$ cat src/rtl/sr_ctrl_pkg.sv
// Shared definitions for the SR latch drive controller: FSM encodings and
// debounce counter width.
package sr_ctrl_pkg;

    localparam int DB_CNT_W = 8;

    typedef enum logic [1:0] {
        IDLE  = 2'd0,
        SET_P = 2'd1,
        CLR_P = 2'd2,
        GAP   = 2'd3
    } sr_state_e;

endpackage

$ cat src/rtl/sr_debounce.sv
// One button channel: 2-flop synchroniser, stable-count debouncer and a
// one-cycle registered request on each debounced rising edge.
module sr_debounce
    import sr_ctrl_pkg::*;
#(
    parameter int DEBOUNCE_CYCLES = 16
) (
    input  logic clk_i,
    input  logic rst_i,
    input  logic btn_i,
    output logic req_o
);

    localparam logic [DB_CNT_W-1:0] CNT_LAST = DB_CNT_W'(DEBOUNCE_CYCLES - 1);
    localparam logic [DB_CNT_W-1:0] CNT_ZERO = {DB_CNT_W{1'b0}};
    localparam logic [DB_CNT_W-1:0] CNT_ONE  = {{(DB_CNT_W-1){1'b0}}, 1'b1};

    logic                sync1_q, sync2_q;
    logic                level_q, level_d;
    logic                req_q, req_d;
    logic [DB_CNT_W-1:0] cnt_q, cnt_d;

    // Next-state for the debounce counter, debounced level and request
    always_comb begin
        cnt_d   = cnt_q;
        level_d = level_q;
        req_d   = 1'b0;
        if (sync2_q == level_q) begin
            cnt_d = CNT_ZERO;
        end else if (cnt_q == CNT_LAST) begin
            level_d = ~level_q;
            cnt_d   = CNT_ZERO;
            req_d   = ~level_q;
        end else begin
            cnt_d = cnt_q + CNT_ONE;
        end
    end

    // Synchroniser and debounce state registers
    always_ff @(posedge clk_i or posedge rst_i) begin
        if (rst_i) begin
            sync1_q <= 1'b0;
            sync2_q <= 1'b0;
            level_q <= 1'b0;
            req_q   <= 1'b0;
            cnt_q   <= CNT_ZERO;
        end else begin
            sync1_q <= btn_i;
            sync2_q <= sync1_q;
            level_q <= level_d;
            req_q   <= req_d;
            cnt_q   <= cnt_d;
        end
    end

    assign req_o = req_q;

endmodule

$ cat src/rtl/sr_drive_ctrl.sv
// Debounced push-button driver producing mutually exclusive, fixed-width S/R
// pulses for a NOR SR latch. Define SR_DRIVE_CONFLICT_CNT_EN to build the
// saturating conflict counter; otherwise CONFLICT_CNT reads 0.
module sr_drive_ctrl
    import sr_ctrl_pkg::*;
#(
    parameter int DEBOUNCE_CYCLES = 16,
    parameter int PULSE_CYCLES    = 2
) (
    input  logic       CLK,
    input  logic       RST,
    input  logic       SET_BTN,
    input  logic       CLR_BTN,
    output logic       S,
    output logic       R,
    output logic       BUSY,
    output logic       Q_EXP,
    output logic       Q_VALID,
    output logic       CONFLICT,
    output logic [7:0] CONFLICT_CNT
);

    localparam logic [3:0] PCNT_LAST = 4'(PULSE_CYCLES - 1);

    logic       set_req_s, clr_req_s, conflict_s, set_ok_s;
    sr_state_e  state_q;
    logic [3:0] pcnt_q;
    logic       s_q, r_q, busy_q, q_exp_q, q_valid_q, conflict_q;
    logic       set_pend_q, clr_pend_q;

    sr_debounce #(.DEBOUNCE_CYCLES(DEBOUNCE_CYCLES)) u_db_set (
        .clk_i (CLK),
        .rst_i (RST),
        .btn_i (SET_BTN),
        .req_o (set_req_s)
    );

    sr_debounce #(.DEBOUNCE_CYCLES(DEBOUNCE_CYCLES)) u_db_clr (
        .clk_i (CLK),
        .rst_i (RST),
        .btn_i (CLR_BTN),
        .req_o (clr_req_s)
    );

    // A simultaneous set is dropped in favour of the clear
    assign conflict_s = set_req_s & clr_req_s;
    assign set_ok_s   = set_req_s & ~clr_req_s;

    // Pulse FSM with pending flags, shadow state and registered outputs
    always_ff @(posedge CLK or posedge RST) begin
        if (RST) begin
            state_q    <= IDLE;
            pcnt_q     <= 4'd0;
            s_q        <= 1'b0;
            r_q        <= 1'b0;
            busy_q     <= 1'b0;
            q_exp_q    <= 1'b0;
            q_valid_q  <= 1'b0;
            conflict_q <= 1'b0;
            set_pend_q <= 1'b0;
            clr_pend_q <= 1'b0;
        end else begin
            conflict_q <= conflict_s;
            case (state_q)
                IDLE: begin
                    if (clr_req_s || clr_pend_q) begin
                        state_q    <= CLR_P;
                        r_q        <= 1'b1;
                        busy_q     <= 1'b1;
                        pcnt_q     <= 4'd0;
                        clr_pend_q <= 1'b0;
                        if (set_ok_s) begin
                            set_pend_q <= 1'b1;
                        end
                    end else if (set_ok_s || set_pend_q) begin
                        state_q    <= SET_P;
                        s_q        <= 1'b1;
                        busy_q     <= 1'b1;
                        pcnt_q     <= 4'd0;
                        set_pend_q <= 1'b0;
                    end
                end
                SET_P, CLR_P: begin
                    if (set_ok_s) begin
                        set_pend_q <= 1'b1;
                    end
                    if (clr_req_s) begin
                        clr_pend_q <= 1'b1;
                    end
                    if (pcnt_q == PCNT_LAST) begin
                        state_q   <= GAP;
                        s_q       <= 1'b0;
                        r_q       <= 1'b0;
                        q_exp_q   <= (state_q == SET_P);
                        q_valid_q <= 1'b1;
                    end else begin
                        pcnt_q <= pcnt_q + 4'd1;
                    end
                end
                GAP: begin
                    if (set_ok_s) begin
                        set_pend_q <= 1'b1;
                    end
                    if (clr_req_s) begin
                        clr_pend_q <= 1'b1;
                    end
                    state_q <= IDLE;
                    busy_q  <= 1'b0;
                end
                default: begin
                    state_q <= IDLE;
                    s_q     <= 1'b0;
                    r_q     <= 1'b0;
                    busy_q  <= 1'b0;
                end
            endcase
        end
    end

`ifdef SR_DRIVE_CONFLICT_CNT_EN
    logic [7:0] ccnt_q;

    // Saturating conflict counter, cleared only by reset
    always_ff @(posedge CLK or posedge RST) begin
        if (RST) begin
            ccnt_q <= 8'd0;
        end else if (conflict_s && (ccnt_q != 8'd255)) begin
            ccnt_q <= ccnt_q + 8'd1;
        end
    end

    assign CONFLICT_CNT = ccnt_q;
`else
    assign CONFLICT_CNT = 8'd0;
`endif

    assign S        = s_q;
    assign R        = r_q;
    assign BUSY     = busy_q;
    assign Q_EXP    = q_exp_q;
    assign Q_VALID  = q_valid_q;
    assign CONFLICT = conflict_q;

endmodule

$ cat config.mk
export PLATFORM = sky130hd
export DESIGN_NAME = sr_drive_ctrl
export DESIGN_NICKNAME = d
export VERILOG_FILES = /design/src/rtl/sr_ctrl_pkg.sv /design/src/rtl/sr_debounce.sv /design/src/rtl/sr_drive_ctrl.sv
export SDC_FILE = /design/constraint.sdc
export NUM_CORES = 1
export LEC_CHECK = 0
export BUFFER_PORTS_ARGS = -buffer_cell sky130_fd_sc_hd__buf_4
export CORE_ASPECT_RATIO = 1.2
export CORE_MARGIN = 5
export CORE_UTILIZATION = 40
export DETAILED_ROUTE_END_ITERATION = 8
export PLACE_DENSITY = 0.56
export REMOVE_ABC_BUFFERS = 1
export SKIP_CTS_REPAIR_TIMING = 1
export SLEW_MARGIN = 20
export SYNTH_ARGS = -nofsm -noshare
export SYNTH_HDL_FRONTEND = slang
export SYNTH_SLANG_ARGS = --single-unit
$ cat constraint.sdc
create_clock -name CLK -period 2.4 [get_ports CLK]
set_clock_uncertainty 0.2 [all_clocks]
set_input_delay 0.48 -clock CLK [delete_from_list [all_inputs] [get_ports CLK]]
set_output_delay 0.48 -clock CLK [all_outputs]
set_load 0.005 [all_outputs]
==> results.toml <==
[clocking]
cts.path.max_buffers = 2
cts.sinks = 38
cts.clk_slew.worst_paths_ns = 0.07
cts.htree.levels = 2
cts_made_buffers = 5
cts_tree = "yes"
worst_skew_pair.late_latency_ns = 0.28
cts_root_buf = "clkbuf_8"

[synthesis]
ys_async_sr_fraction_pct = 100
ys_warn_count = 0
synth_area_leader_cell = "dfrtp_1"
syn_inst = 176
syn_area_um2 = 1840
ys_seq_elements = 38
synthFlopType = "dfrtp_1"
ys_top_cells_by_area = "dfrtp_1, ha_1, a21oi_1, buf_4, xnor2_1"
synth_area_per_cell_um2 = 10.5
synth-seq-area-share_pct = 51.6
synth.distinct_cells = 38
netlist.area_leader.share_pct = 51.6
synth-edff-count = 0

[timing]
tightest_slew_ns = 0.682
post-route-period-util_pct = 79.5
slew_headroom_pct = 54.2
setup_violations = 0
period_needed_ns = 1.91
rsz0062_at_grt = "false"
report.final.slew_viol_count = 0
timing.final.ws_setup_ns = 0.491
max_freq_mhz = 524
fin_setup_tns_ns = 0
hold_viol_final = 0

[status]
status = "complete, no violations"

[placed_design]
hpwl_mm = 2.33
post-place-ws_ns = 0.507
port_buffers = 9
place_area_um2 = 1950
gp_congestion = 0.835

[routing]
drt-initial-drc-count = 66
remaining_drc_errors = 0
ant_nets = 0
firstDrtPassIters = 4
vias_per_cell = 5.15
dr_total_vias = 1277
wl_mm = 3.22
wire_per_inst_um = 13.0

[global_routing]
antenna_found_initial = 0
track_usage_pct = 11.9
grt_pass1_wl_mm = 5.71
grt_overflow = 0
grt_pass1_vias = 1343
grt_max_degree = 39

[final_layout]
nets = 202
mostFrequentLayoutCell = "dfrtp_1"
area_delta_synth_final_pct = 10.6
diodes = 0
layout-drive-gt1-share_pct = 11.6
final_cell_area_um2 = 2040
final_cell_mix = "dfrtp_1, a21oi_1, nor2_1, nand2_1, buf_4"

[floorplan]
die_w_um = 71.9
die_height_um = 84.3
fp.coreArea_um2 = 4530
start_util_pct = 40.7
std_cell_rows = 27
dieArea_um2 = 6070
ioPinCount = 18

[pwr]
cellPowerDensity_nw_per_um2 = 932
vdd_ir_drop_max_mv = 0.425
p_leak_uw = 0.000921
finalPower_uw = 1900

[worst_hold_path]
hold_path.class = "in2async"

[critical_path]
critPathCaptureType = "register"
worstSetupPathType = "reg2reg"
start_kind = "register"
cp_max_fo = 15
worstPathArrival_ns = 1.88
crit_required_ns = 2.37

[flow_run]
cap_violations = 0
## final timing paths
| path | to | startpoint | cells after the start | slack [ns] |
|---|---|---|---|---|
| max | pcnt_q[0] | state_q[0] | 4 | 0.49 |
| min | u_db_clr.sync1_q | RST | 3 | 0.1 |
| min in group CLK | u_db_set.sync1_q | SET_BTN | 1 | 0.10 |
| max in group asynchronous | u_db_set.cnt_q[7] | RST | 3 | 1.55 |
| max reg2reg | pcnt_q[0] | state_q[0] | 4 | 0.49 |
| min reg2reg | u_db_clr.sync2_q | u_db_clr.sync1_q | 0 | 0.15 |
## cells in the mapped netlist, types with 3 or more instances
cell,instances
nor2b_1,3
ha_1,7
buf_4,8
a21oi_1,15
and2_1,3
inv_1,8
nor3_1,7
o21ai_1,8
nor2_1,12
nand2_1,12
nand3_1,6
nor3b_1,4
dfrtp_1,38
xnor2_1,6
nand2b_1,4
and3_1,3
mux2_1,3
## final cells by class
class	count	area, um^2
Multi-Input combinational cell	127	818
Clock buffer	6	82.6
Inverter	8	30.0
Fill cell	438	2490
Sequential cell	38	951
Tap cell	58	72.6
Timing Repair Buffer	11	82.6
## cell families (layout without fill, tap and decap cells)
family | count (synthesis) | in the layout | share of synthesized area (%)
AO/OA/AOI/OAI | 32 | 32 | 10.9
multiplexers | 3 | 3 | 1.83
buffers and inverters | 18 | 25 | 5.37
XOR/XNOR | 8 | 8 | 3.80
AND/OR/NAND/NOR | 69 | 69 | 21.5
adder cells (fa/ha/maj) | 7 | 7 | 4.76
flip-flops | 38 | 38 | 51.6
other | 1 | 8 | 0.204
## power by group
part           total [uW]  internal [uW]  switching (uW)
clock network         422            221             201
registers             829            736            92.2
logic                 647            303             344
## critical path: stages, from the launching register on
cell     delay, ns
dfrtp_1       0.40
inv_1         0.06
ha_1          0.55
o32ai_2       0.20
a221o_1       0.38
## through the flow
stage               util (%)  std cells  hold WS [ns]
global route            45.0        248        0.0840
global placement        43.2        242         0.133
finish                  45.0        248        0.0997
detailed placement      43.2        242         0.135
floorplan                  -        173         0.131
CTS                     45.0        248        0.0874
## registers in the layout, summed over array words and instances, names as in the netlist, 2 cells and up
name            cells
state_q             2
pcnt_q              4
u_db_set.cnt_q      8
u_db_clr.cnt_q      8
## metal layers
layer	track usage (%)	part of all wire, %	wire length, um
met5	0	0	0
met4	6.50	2.7	88
met3	3.71	3.4	111
met2	20.9	52	1670
met1	12.4	42	1350
Power figures use the tool's default switching activity.
